<file path="config.mk">
export PLATFORM = sky130hd
export DESIGN_NAME = sound_sender
export DESIGN_NICKNAME = d
export VERILOG_FILES = /design/src/rtl/sound_pkg.sv /design/src/rtl/sound_fifo.sv /design/src/rtl/sound_sender.sv
export SDC_FILE = /design/constraint.sdc
export NUM_CORES = 1
export LEC_CHECK = 0
export CORE_AREA = 10 10 238 240
export CTS_BUF_LIST = sky130_fd_sc_hd__clkbuf_4
export CTS_CLUSTER_DIAMETER = 200
export DETAILED_ROUTE_END_ITERATION = 8
export DIE_AREA = 0 0 248 250
export GPL_ROUTABILITY_DRIVEN = 0
export GPL_TIMING_DRIVEN = 1
export PLACE_DENSITY = 0.64
export SYNTH_ARGS = -nofsm -noshare
export SYNTH_HDL_FRONTEND = slang
export SYNTH_SLANG_ARGS = --single-unit
</file>
<file path="constraint.sdc">
create_clock -name clock -period 4.5 [get_ports clock]
set_input_delay 0.9 -clock clock [delete_from_list [all_inputs] [get_ports clock]]
set_output_delay 0.9 -clock clock [all_outputs]
set_load 0.005 [all_outputs]
</file>
<file path="src/rtl/sound_pkg.sv">
// sound_pkg: shared constants and types for the DAC feeder (sound_sender).
//   FRAME_W / SAMPLE_W : widths of a stereo frame and one channel sample
//   byte_ptr_e         : position of the next byte within a frame
//   frame_t            : stereo frame layout, {R, L}
//   LOAD_PERIOD        : clocks between DAC load pulses (one channel word each)
package sound_pkg;

  localparam int FRAME_W     = 32;
  localparam int SAMPLE_W    = 16;
  localparam int LOAD_PERIOD = 320;

  typedef enum logic [1:0] {
    BP_LLO = 2'd0,
    BP_LHI = 2'd1,
    BP_RLO = 2'd2,
    BP_RHI = 2'd3
  } byte_ptr_e;

  typedef struct packed {
    logic [SAMPLE_W-1:0] r;
    logic [SAMPLE_W-1:0] l;
  } frame_t;

endpackage

</file>
<file path="src/rtl/sound_fifo.sv">
// sound_fifo: generic synchronous FIFO, occupancy tracked by a counter.
//   clock, reset : system clock, synchronous active-high reset (control only)
//   push, push_data : write request and data; accepted when not full, or when
//                     full and a pop is accepted in the same cycle
//   pop, pop_data   : read request; pop_data always shows the head entry
//                     (first-word fall-through); ignored when empty
//   full, empty, level : occupancy status
// There is no bypass: a pop on an empty FIFO is ignored even if a push lands
// in the same cycle.
module sound_fifo #(
  parameter int WIDTH = 32,
  parameter int DEPTH = 16
) (
  input  logic                     clock,
  input  logic                     reset,
  input  logic                     push,
  input  logic [WIDTH-1:0]         push_data,
  input  logic                     pop,
  output logic [WIDTH-1:0]         pop_data,
  output logic                     full,
  output logic                     empty,
  output logic [$clog2(DEPTH):0]   level
);

  localparam int AW = $clog2(DEPTH);
  localparam logic [AW:0] LVL_ONE  = (AW+1)'(1);
  localparam logic [AW:0] LVL_FULL = (AW+1)'(DEPTH);
  localparam logic [AW-1:0] PTR_ONE = AW'(1);

  logic [WIDTH-1:0] mem [DEPTH];
  logic [AW-1:0]    wr_ptr;
  logic [AW-1:0]    rd_ptr;
  logic             push_ok;
  logic             pop_ok;

  assign empty    = (level == '0);
  assign full     = (level == LVL_FULL);
  assign pop_ok   = pop && !empty;
  // A full FIFO can still take a push when the same cycle frees a slot.
  assign push_ok  = push && (!full || pop_ok);
  assign pop_data = mem[rd_ptr];

  always_ff @(posedge clock) begin
    if (reset) begin
      wr_ptr <= '0;
      rd_ptr <= '0;
      level  <= '0;
    end else begin
      if (push_ok) wr_ptr <= wr_ptr + PTR_ONE;
      if (pop_ok)  rd_ptr <= rd_ptr + PTR_ONE;
      case ({push_ok, pop_ok})
        2'b10:   level <= level + LVL_ONE;
        2'b01:   level <= level - LVL_ONE;
        default: level <= level;
      endcase
    end
  end

  // Storage is data only; stale contents are unreachable after reset.
  always_ff @(posedge clock) begin
    if (push_ok) mem[wr_ptr] <= push_data;
  end

endmodule

</file>
<file path="src/rtl/sound_sender.sv">
// sound_sender: feeds the serial DAC stage with stereo 16-bit words.
//   clock, reset     : 24 MHz system clock, synchronous active-high reset
//   wr_stb, wr_data  : byte stream L_lo, L_hi, R_lo, R_hi
//   byte_sync        : realigns the byte pointer to L_lo
//   load, dac_leftright : DAC latch pulse and channel just latched
//   datain           : registered word to the DAC, changes only at load+2
//   fifo_level/full/empty : frame FIFO occupancy
//   overflow, underrun : sticky error flags, cleared by flag_clr
module sound_sender
  import sound_pkg::*;
#(
  parameter int DEPTH     = 16,
  parameter bit SIGNED_IN = 1'b1
) (
  input  logic                   clock,
  input  logic                   reset,
  input  logic                   wr_stb,
  input  logic [7:0]             wr_data,
  input  logic                   byte_sync,
  input  logic                   load,
  input  logic                   dac_leftright,
  output logic [SAMPLE_W-1:0]    datain,
  output logic [$clog2(DEPTH):0] fifo_level,
  output logic                   fifo_full,
  output logic                   fifo_empty,
  output logic                   overflow,
  output logic                   underrun,
  input  logic                   flag_clr
);

  // Offset-binary input is converted to two's complement by flipping the MSB.
  function automatic logic [SAMPLE_W-1:0] to_dac_code(input logic [SAMPLE_W-1:0] s);
    logic [SAMPLE_W-1:0] r;
    r = s;
    if (!SIGNED_IN) r[SAMPLE_W-1] = ~s[SAMPLE_W-1];
    return r;
  endfunction

  byte_ptr_e        byte_ptr;
  byte_ptr_e        byte_idx;
  logic [7:0]       l_lo;
  logic [7:0]       l_hi;
  logic [7:0]       r_lo;
  frame_t           wr_frame;
  logic             frame_done;
  logic             drop;
  logic             pop_req;
  logic             pop_empty;
  logic [FRAME_W-1:0] pop_word;

  frame_t           frame_p1;
  logic             lr_p1;
  logic             vld_p1;

  always_comb begin
    // byte_sync forces a same-cycle byte into the L_lo slot.
    byte_idx   = byte_sync ? BP_LLO : byte_ptr;
    frame_done = wr_stb && (byte_idx == BP_RHI);
    wr_frame   = '{r: {wr_data, r_lo}, l: {l_hi, l_lo}};
    // After R has been latched the DAC needs the L word of the next frame.
    pop_req    = load && dac_leftright;
    pop_empty  = pop_req && fifo_empty;
    // A pop in the same cycle frees a slot, so only then is a full FIFO safe.
    drop       = frame_done && fifo_full && !pop_req;
  end

  sound_fifo #(
    .WIDTH (FRAME_W),
    .DEPTH (DEPTH)
  ) u_fifo (
    .clock     (clock),
    .reset     (reset),
    .push      (frame_done),
    .push_data (wr_frame),
    .pop       (pop_req),
    .pop_data  (pop_word),
    .full      (fifo_full),
    .empty     (fifo_empty),
    .level     (fifo_level)
  );

  // Byte assembler: pointer wraps 3 -> 0, even when the frame is dropped.
  always_ff @(posedge clock) begin
    if (reset) begin
      byte_ptr <= BP_LLO;
    end else if (wr_stb) begin
      byte_ptr <= byte_ptr_e'(byte_idx + 2'd1);
    end else if (byte_sync) begin
      byte_ptr <= BP_LLO;
    end
  end

  always_ff @(posedge clock) begin
    if (wr_stb) begin
      case (byte_idx)
        BP_LLO:  l_lo <= wr_data;
        BP_LHI:  l_hi <= wr_data;
        BP_RLO:  r_lo <= wr_data;
        default: ;
      endcase
    end
  end

  // Sticky flags: a set event beats a same-cycle clear.
  always_ff @(posedge clock) begin
    if (reset) begin
      overflow <= 1'b0;
      underrun <= 1'b0;
    end else begin
      if (drop)          overflow <= 1'b1;
      else if (flag_clr) overflow <= 1'b0;
      if (pop_empty)     underrun <= 1'b1;
      else if (flag_clr) underrun <= 1'b0;
    end
  end

  // ---- stage p1: capture popped frame and channel at the load edge ----
  always_ff @(posedge clock) begin
    if (reset) begin
      frame_p1 <= '0;
      lr_p1    <= 1'b0;
      vld_p1   <= 1'b0;
    end else begin
      vld_p1 <= load;
      if (load)    lr_p1    <= dac_leftright;
      if (pop_req) frame_p1 <= fifo_empty ? '0 : frame_t'(pop_word);
    end
  end

  // ---- stage p2: select the next channel word for the DAC ----
  // lr_p1 = 1 means R was just latched, so L is the next word out.
  always_ff @(posedge clock) begin
    if (reset) begin
      datain <= '0;
    end else if (vld_p1) begin
      datain <= to_dac_code(lr_p1 ? frame_p1.l : frame_p1.r);
    end
  end

endmodule

</file>
## Yosys cells after proc, flatten, opt, wreduce, memory -nomap -nowiden

Memories as Yosys holds them, arrays and structs flattened. A register that Yosys moved wholly into a read port is not among the register bits.
Cells that the tools add are included.

- Bits in registers: 91
- Memory bits (writable): 512
- Input port bits: 15
- Output and inout bits: 25
- Word-level logic and storage cells: 57
- Memories kept: 1

- Add/sub/neg operators: 5
- Equal/unequal tests: 6
- Muxes and demuxes: 12
- Reductions and logical operators: 19

Memories:

| name | depth | bits a word | rd ports | clocked after Yosys merged registers in | wr ports | line | RTL |
|---|---|---|---|---|---|---|---|
| u_fifo.mem | 16 | 32 | 1 | 1 | 1 | sound_fifo.sv:30 | `logic [WIDTH-1:0] mem [DEPTH];` |

Operators with widths:

| cell | number |
|---|---|
| 32-bit two-way mux | 1 |
| 16-bit two-way mux | 1 |
| 5-bit one-hot mux with 2 select lines | 1 |
| 4-bit by 1-bit adder with 4-bit output (second input constant) | 2 |
| 4-bit two-way mux | 2 |
| 1-bit logical AND | 7 |
| 2-bit equality test (second input constant) | 3 |
| 2-bit AND reduction | 3 |
| 2-bit nonzero test | 3 |
| 5-bit by 1-bit adder with 5-bit output (second input constant) | 1 |
| 5-bit equality test (second input constant) | 1 |
| 5-bit logical NOT | 1 |
| 1-bit two-way mux | 5 |
| 5-bit by 1-bit subtractor with 5-bit output (second input constant) | 1 |
| 2-bit by 1-bit equality test with 1-bit output (second input constant) | 2 |
| 2-bit two-way mux | 2 |
| 1-bit logical NOT | 3 |
| 2-bit by 1-bit adder with 2-bit output (second input constant) | 1 |
| 2-bit logical NOT | 1 |
| 1-bit logical OR | 1 |

## Depth between registers and ports, before layout

- Depth after elaboration: 7
- Gate-level depth with buffers: 14
- Gate-level depth less buffers: 12

## By module

Synthesis repeated with hierarchy kept, for this count alone.

- Cell total of the unflattened synthesis: 1179
- Area, all modules: 23108.4 µm²

By module, submodules not included:

| module | times used | cells each | area an instance (µm²) | seq. area each (µm²) |
|---|---|---|---|---|
| sound_fifo | 1 | 910 | 20146.8 | 15715.1 |
| sound_sender | 1 | 269 | 2961.6 | 1801.7 |

## Worst setup path before layout

OpenSTA, ideal clock, no wires.

- Path kind: input to register
- From: input byte_sync
- To: memory u_fifo.mem[0][0], enable pin
- Arrival: 4082 ps
- Required time: 4039 ps
- Setup slack: -43 ps
- Stages: 7
- Buffers on the path: 1
- Path through: nor2b_1 > ha_1 > and2_1 > o31a_1 > buf_6 > nand2_1 > nor3_1

- Cells in the longest elaborated chain, start to end: 6

RTL lines:

| item | line | RTL |
|---|---|---|
| start, declared | sound_sender.sv:19 | `input logic byte_sync,` |
| 2-bit two-way mux | - |  |
| 2-bit equality test | sound_sender.sv:58 | `frame_done = wr_stb && (byte_idx == BP_RHI);` |
| 1-bit logical AND | sound_sender.sv:58 |  |
| 1-bit logical AND | sound_fifo.sv:40 | `assign push_ok = push && (!full \|\| pop_ok);` |
| 1-bit two-way mux | sound_fifo.sv:61 | `if (push_ok) mem[wr_ptr] <= push_data;` |
| 1-bit two-way mux (not written as such) | sound_fifo.sv:61 |  |
| end, declared | sound_fifo.sv:30 |  |

No other way between the ends.

## Worst setup path after layout

- From: register u_fifo.level[2]
- To: output fifo_full

- Cells in the longest elaborated chain, start to end: 1

RTL lines:

| item | line | RTL |
|---|---|---|
| start, declared | sound_fifo.sv:22 | `output logic [$clog2(DEPTH):0] level` |
| start signal, assigned | sound_fifo.sv:52 | `2'b10: level <= level + LVL_ONE;` |
| start signal, assigned | sound_fifo.sv:53 | `2'b01: level <= level - LVL_ONE;` |
| start signal, assigned | sound_fifo.sv:54 | `default: level <= level;` |
| 5-bit equality test | sound_fifo.sv:37 | `assign full = (level == LVL_FULL);` |
| end, declared | sound_sender.sv:24 | `output logic fifo_full,` |

No other way between the ends.

==> run_results.csv <==
group,metric,value,unit
outcome,outcome,"complete, no violations",
sta,hold_viol_final,0,
setup_path,rr_endpoint,"u_fifo.level[4]",
setup_path,regToRegSetupSlack,1450,ps
clock_tree,cts_resized,0,
finish,layout.cells.most_common,"sky130_fd_sc_hd__edfxtp_1",
placement,io_buffers,39,
placement,post-dp-hpwl,30100,um
clock_tree,cts.sinks,607,
logic_synthesis,syn_area,0.0231,sq mm
global_route,grt_overflow_total,0,
power,power.share.clock,44.7,%
die,die_w,248,um
logic_synthesis,dominantRegCellSynth,"sky130_fd_sc_hd__edfxtp_1",
logic_synthesis,muxShareOfSynthArea,16.4,%
sta,slew_violations,0,
sta,hold_ws,458,ps
logic_synthesis,synth-seq-cells,607,
power,power.static_leakage,0.00861,uW
global_route,first_global_vias,12035,
power,share_seq_of_total_power,54.3,%
drt,detailed_route_via_count,11595,
logic_synthesis,synthesis.area_per_instance,20.3,sq um
drt,drt.antenna.violating_nets,0,
logic_synthesis,synth_top_family_by_area,"multiplexers",
setup_path,critPathRequiredTime,3600,ps
sta,setup_viol,0,
setup_path,endpoint_kind,"output port",
sta,rsz0062_at_grt,"false",
logic_synthesis,synth_xor_area_share,0.341,%
sta,max-slew-margin-rel,28.4,%
global_route,grt_max_degree,50,
drt,detailedRoute.firstIterationViolations,1010,
drt,post_drt_via_cell_ratio,5.45,
logic_synthesis,syn_nets,1166,
setup_path,timing.reg2reg.worst_path_depth,9,
setup_path,cp_max_fo,11,
power,cell_internal_pwr,9050,uW
logic_synthesis,post_synth_and_or_nand_nor_area_fraction,2.78,%
sta,timing_worst_slew_pin_value,1070,ps
drt,total_routed_wirelength,50500,um
logic_synthesis,synth_enable_flop_cells,536,
die,fp.coreArea,0.0520,sq mm
die,dieArea,0.0620,sq mm
drt,post_detailed_route_drc_marker_count,0,
clock_tree,tritoncts_clock_tree,"built",
die,top_level_ports,40,
power,netSwitchingPower,2280,uW
min_path,hold_depth,2,
logic_synthesis,ys_warn_count,0,
global_route,overall_global_routing_usage,16.7,%
power,p_sw_share,20.1,%
clock_tree,tritoncts.num_buffers,155,
clock_tree,clkSlewWorstSetupHoldPaths,70,ps
logic_synthesis,synthesis.instances,1138,
finish,layout_cells_sized_above_1,36.0,%
min_path,timing.hold.worst.start,"overflow",
die,initial_utilization,44.4,%
logic_synthesis,synth_largest_type_area_fraction,69.7,%
sta,max_clock_freq,269,MHz
sta,fin_skew,54.2,ps
clock_tree,clock_tree.buffer_depth,3,
clock_tree,post-cts-setup-buffer-count,0,
logic_synthesis,synth_top_area_cell,"sky130_fd_sc_hd__edfxtp_1",
drt,avgRoutedWirePerCell,23.7,um
drt,drt-pass1-iter-count,5,
job,max-cap-violations,0,
min_path,min_delay_worst_endpoint,"overflow",
logic_synthesis,post_synth_fa_ha_maj_area_fraction,0.704,%
global_route,number_of_antenna_violations_at_the_first_check_in_global_routing,2,
sta,final.period_utilization,82.5,%
setup_path,worst-endpoint-arrival,2810,ps
clock_tree,clock_latency,980,ps
finish,area.growth.synth_to_final,15.8,%
sta,timing.setup.tns,0,ps
finish,design.final.nets,1341,
clock_tree,cts.root.buffer_cell,"sky130_fd_sc_hd__clkbuf_4",
logic_synthesis,synth_compound_area_share,2.47,%
logic_synthesis,synth.lib_cells_used.distinct,44,
logic_synthesis,yosysSeqAreaShare,75.8,%
clock_tree,cts_hold_buf,0,
setup_path,criticalPathCategory,"reg2out",
setup_path,rr_startpoint,"u_fifo.level[2]",
global_route,grt_first_pass_wirelength,75700,um
die,core.rowCount,84,
power,combinationalPowerShare,1.0,%
logic_synthesis,async_flop_share,0,%
die,die_h,250,um
logic_synthesis,yosys-top-cells-area,"sky130_fd_sc_hd__edfxtp_1, sky130_fd_sc_hd__mux4_2, sky130_fd_sc_hd__dfxtp_1, sky130_fd_sc_hd__mux2_2, sky130_fd_sc_hd__nand2_1",
clock_tree,cts_htree_levels,4,
power,ir_worst_vdd,0.206,mV
min_path,min_delay_path_class,"reg2reg",
sta,fin_crit,3710,ps
finish,layout_common_cells,"sky130_fd_sc_hd__edfxtp_1, sky130_fd_sc_hd__clkbuf_4, sky130_fd_sc_hd__mux4_2",
setup_path,startpoint_type_of_the_worst_setup_path,"flip-flop",
power,power.density_cell_area,423,mW/mm^2
[cells by family (layout without fill, tap and decap cells)]
kind of cell | after synthesis | in the layout
AOI/OAI and AO/OA | 74 | 74
xor gates and xnor gates | 9 | 9
adders and majority gates | 13 | 13
buffers and inverters | 73 | 370
DFF | 607 | 607
muxes | 211 | 211
other | 0 | 5
and+or+nand+nor | 151 | 151
[registers in the layout, indices dropped and copies added, names as in the netlist, 2 cells and up, named ones only]
register,flops
l_hi,8
u_fifo.wr_ptr,4
l_lo,8
frame_p1,32
datain,16
u_fifo.rd_ptr,4
byte_ptr,2
r_lo,8
u_fifo.level,5
u_fifo.mem,512
[area by class of cell]
cell class	count	area [sq um]
inverters	11	41.3
fillers	4173	25300
well taps	688	861
multi-input cells	458	5400
clock inverters	44	415
clock buffers	235	1760
repair buffers	80	743
diodes	5	12.5
flip-flops and latches	607	17500
[critical path, stage by stage (launching register included)]
cell,delay (ps)
sky130_fd_sc_hd__dfxtp_1,420
sky130_fd_sc_hd__or4_4,610
sky130_fd_sc_hd__nor2_1,240
sky130_fd_sc_hd__clkdlybuf4s50_1,550
[Yosys cell counts, types with 2 or more instances]
master                     count
sky130_fd_sc_hd__and2_1        5
sky130_fd_sc_hd__and3_1        2
sky130_fd_sc_hd__xor2_1        6
sky130_fd_sc_hd__nand2b_1      4
sky130_fd_sc_hd__edfxtp_1    536
sky130_fd_sc_hd__buf_2        15
sky130_fd_sc_hd__buf_1         4
sky130_fd_sc_hd__mux2i_1      19
sky130_fd_sc_hd__ha_1         13
sky130_fd_sc_hd__inv_1        11
sky130_fd_sc_hd__nor2b_1       3
sky130_fd_sc_hd__a22oi_1      33
sky130_fd_sc_hd__mux2_2       64
sky130_fd_sc_hd__nor3_1        6
sky130_fd_sc_hd__mux4_2      128
sky130_fd_sc_hd__a21oi_1       7
sky130_fd_sc_hd__o21ai_0       2
sky130_fd_sc_hd__a211oi_1     17
sky130_fd_sc_hd__nand3_1       5
sky130_fd_sc_hd__dfxtp_1      71
sky130_fd_sc_hd__nand2_1      74
sky130_fd_sc_hd__clkbuf_1     37
sky130_fd_sc_hd__buf_6         6
sky130_fd_sc_hd__a21o_1        2
sky130_fd_sc_hd__xnor2_1       3
sky130_fd_sc_hd__nor2_1       46
sky130_fd_sc_hd__a211o_1       2
[power by group through the flow]
| stage | registers [uW] | logic (uW) | clock network (uW) |
|---|---|---|---|
| 6_report | 6150 | 111 | 5060 |
| 3_3_place_gp | 6270 | 111 | 0 |
| 2_1_floorplan | 6250 | 39.4 | 0 |
| 3_5_place_dp | 6270 | 112 | 0 |
| 4_1_cts | 6150 | 112 | 5220 |
| 5_1_grt | 6150 | 120 | 5540 |
[worst max-delay path by stage]
stage	start	end	slack, ps	cells past startpoint
3_3_place_gp	byte_sync	u_fifo.level[2]	690	13
4_1_cts	u_fifo.level[2]	fifo_full	660	3
5_1_grt	u_fifo.level[2]	fifo_full	660	3
2_1_floorplan	byte_sync	u_fifo.mem[3][0]	180	5
6_report	u_fifo.level[2]	fifo_full	790	3
3_5_place_dp	byte_sync	u_fifo.mem[13][22]	610	9
[per-layer routing]
layer  vias to the layer above  wire, um  GRT usage (%)
li1                       5062         -              -
met1                      6062     22300           23.1
met2                       410     23500           24.2
met3                        61      3850           5.15
met4                         0       934           6.53
met5                         -         0              0
[metrics by stage]
step	util (%)	total power [uW]	area [sq um]	setup slack, ps	std cells
2_1_floorplan	-	6290	23100	176	1138
3_3_place_gp	47.2	6380	24600	693	1844
3_5_place_dp	47.2	6390	24600	614	1844
4_1_cts	51.4	11500	26800	661	2123
5_1_grt	51.4	11800	26800	656	2128
6_report	51.4	11300	26800	789	2128
No activity file was read; power rests on OpenSTA's default activity.
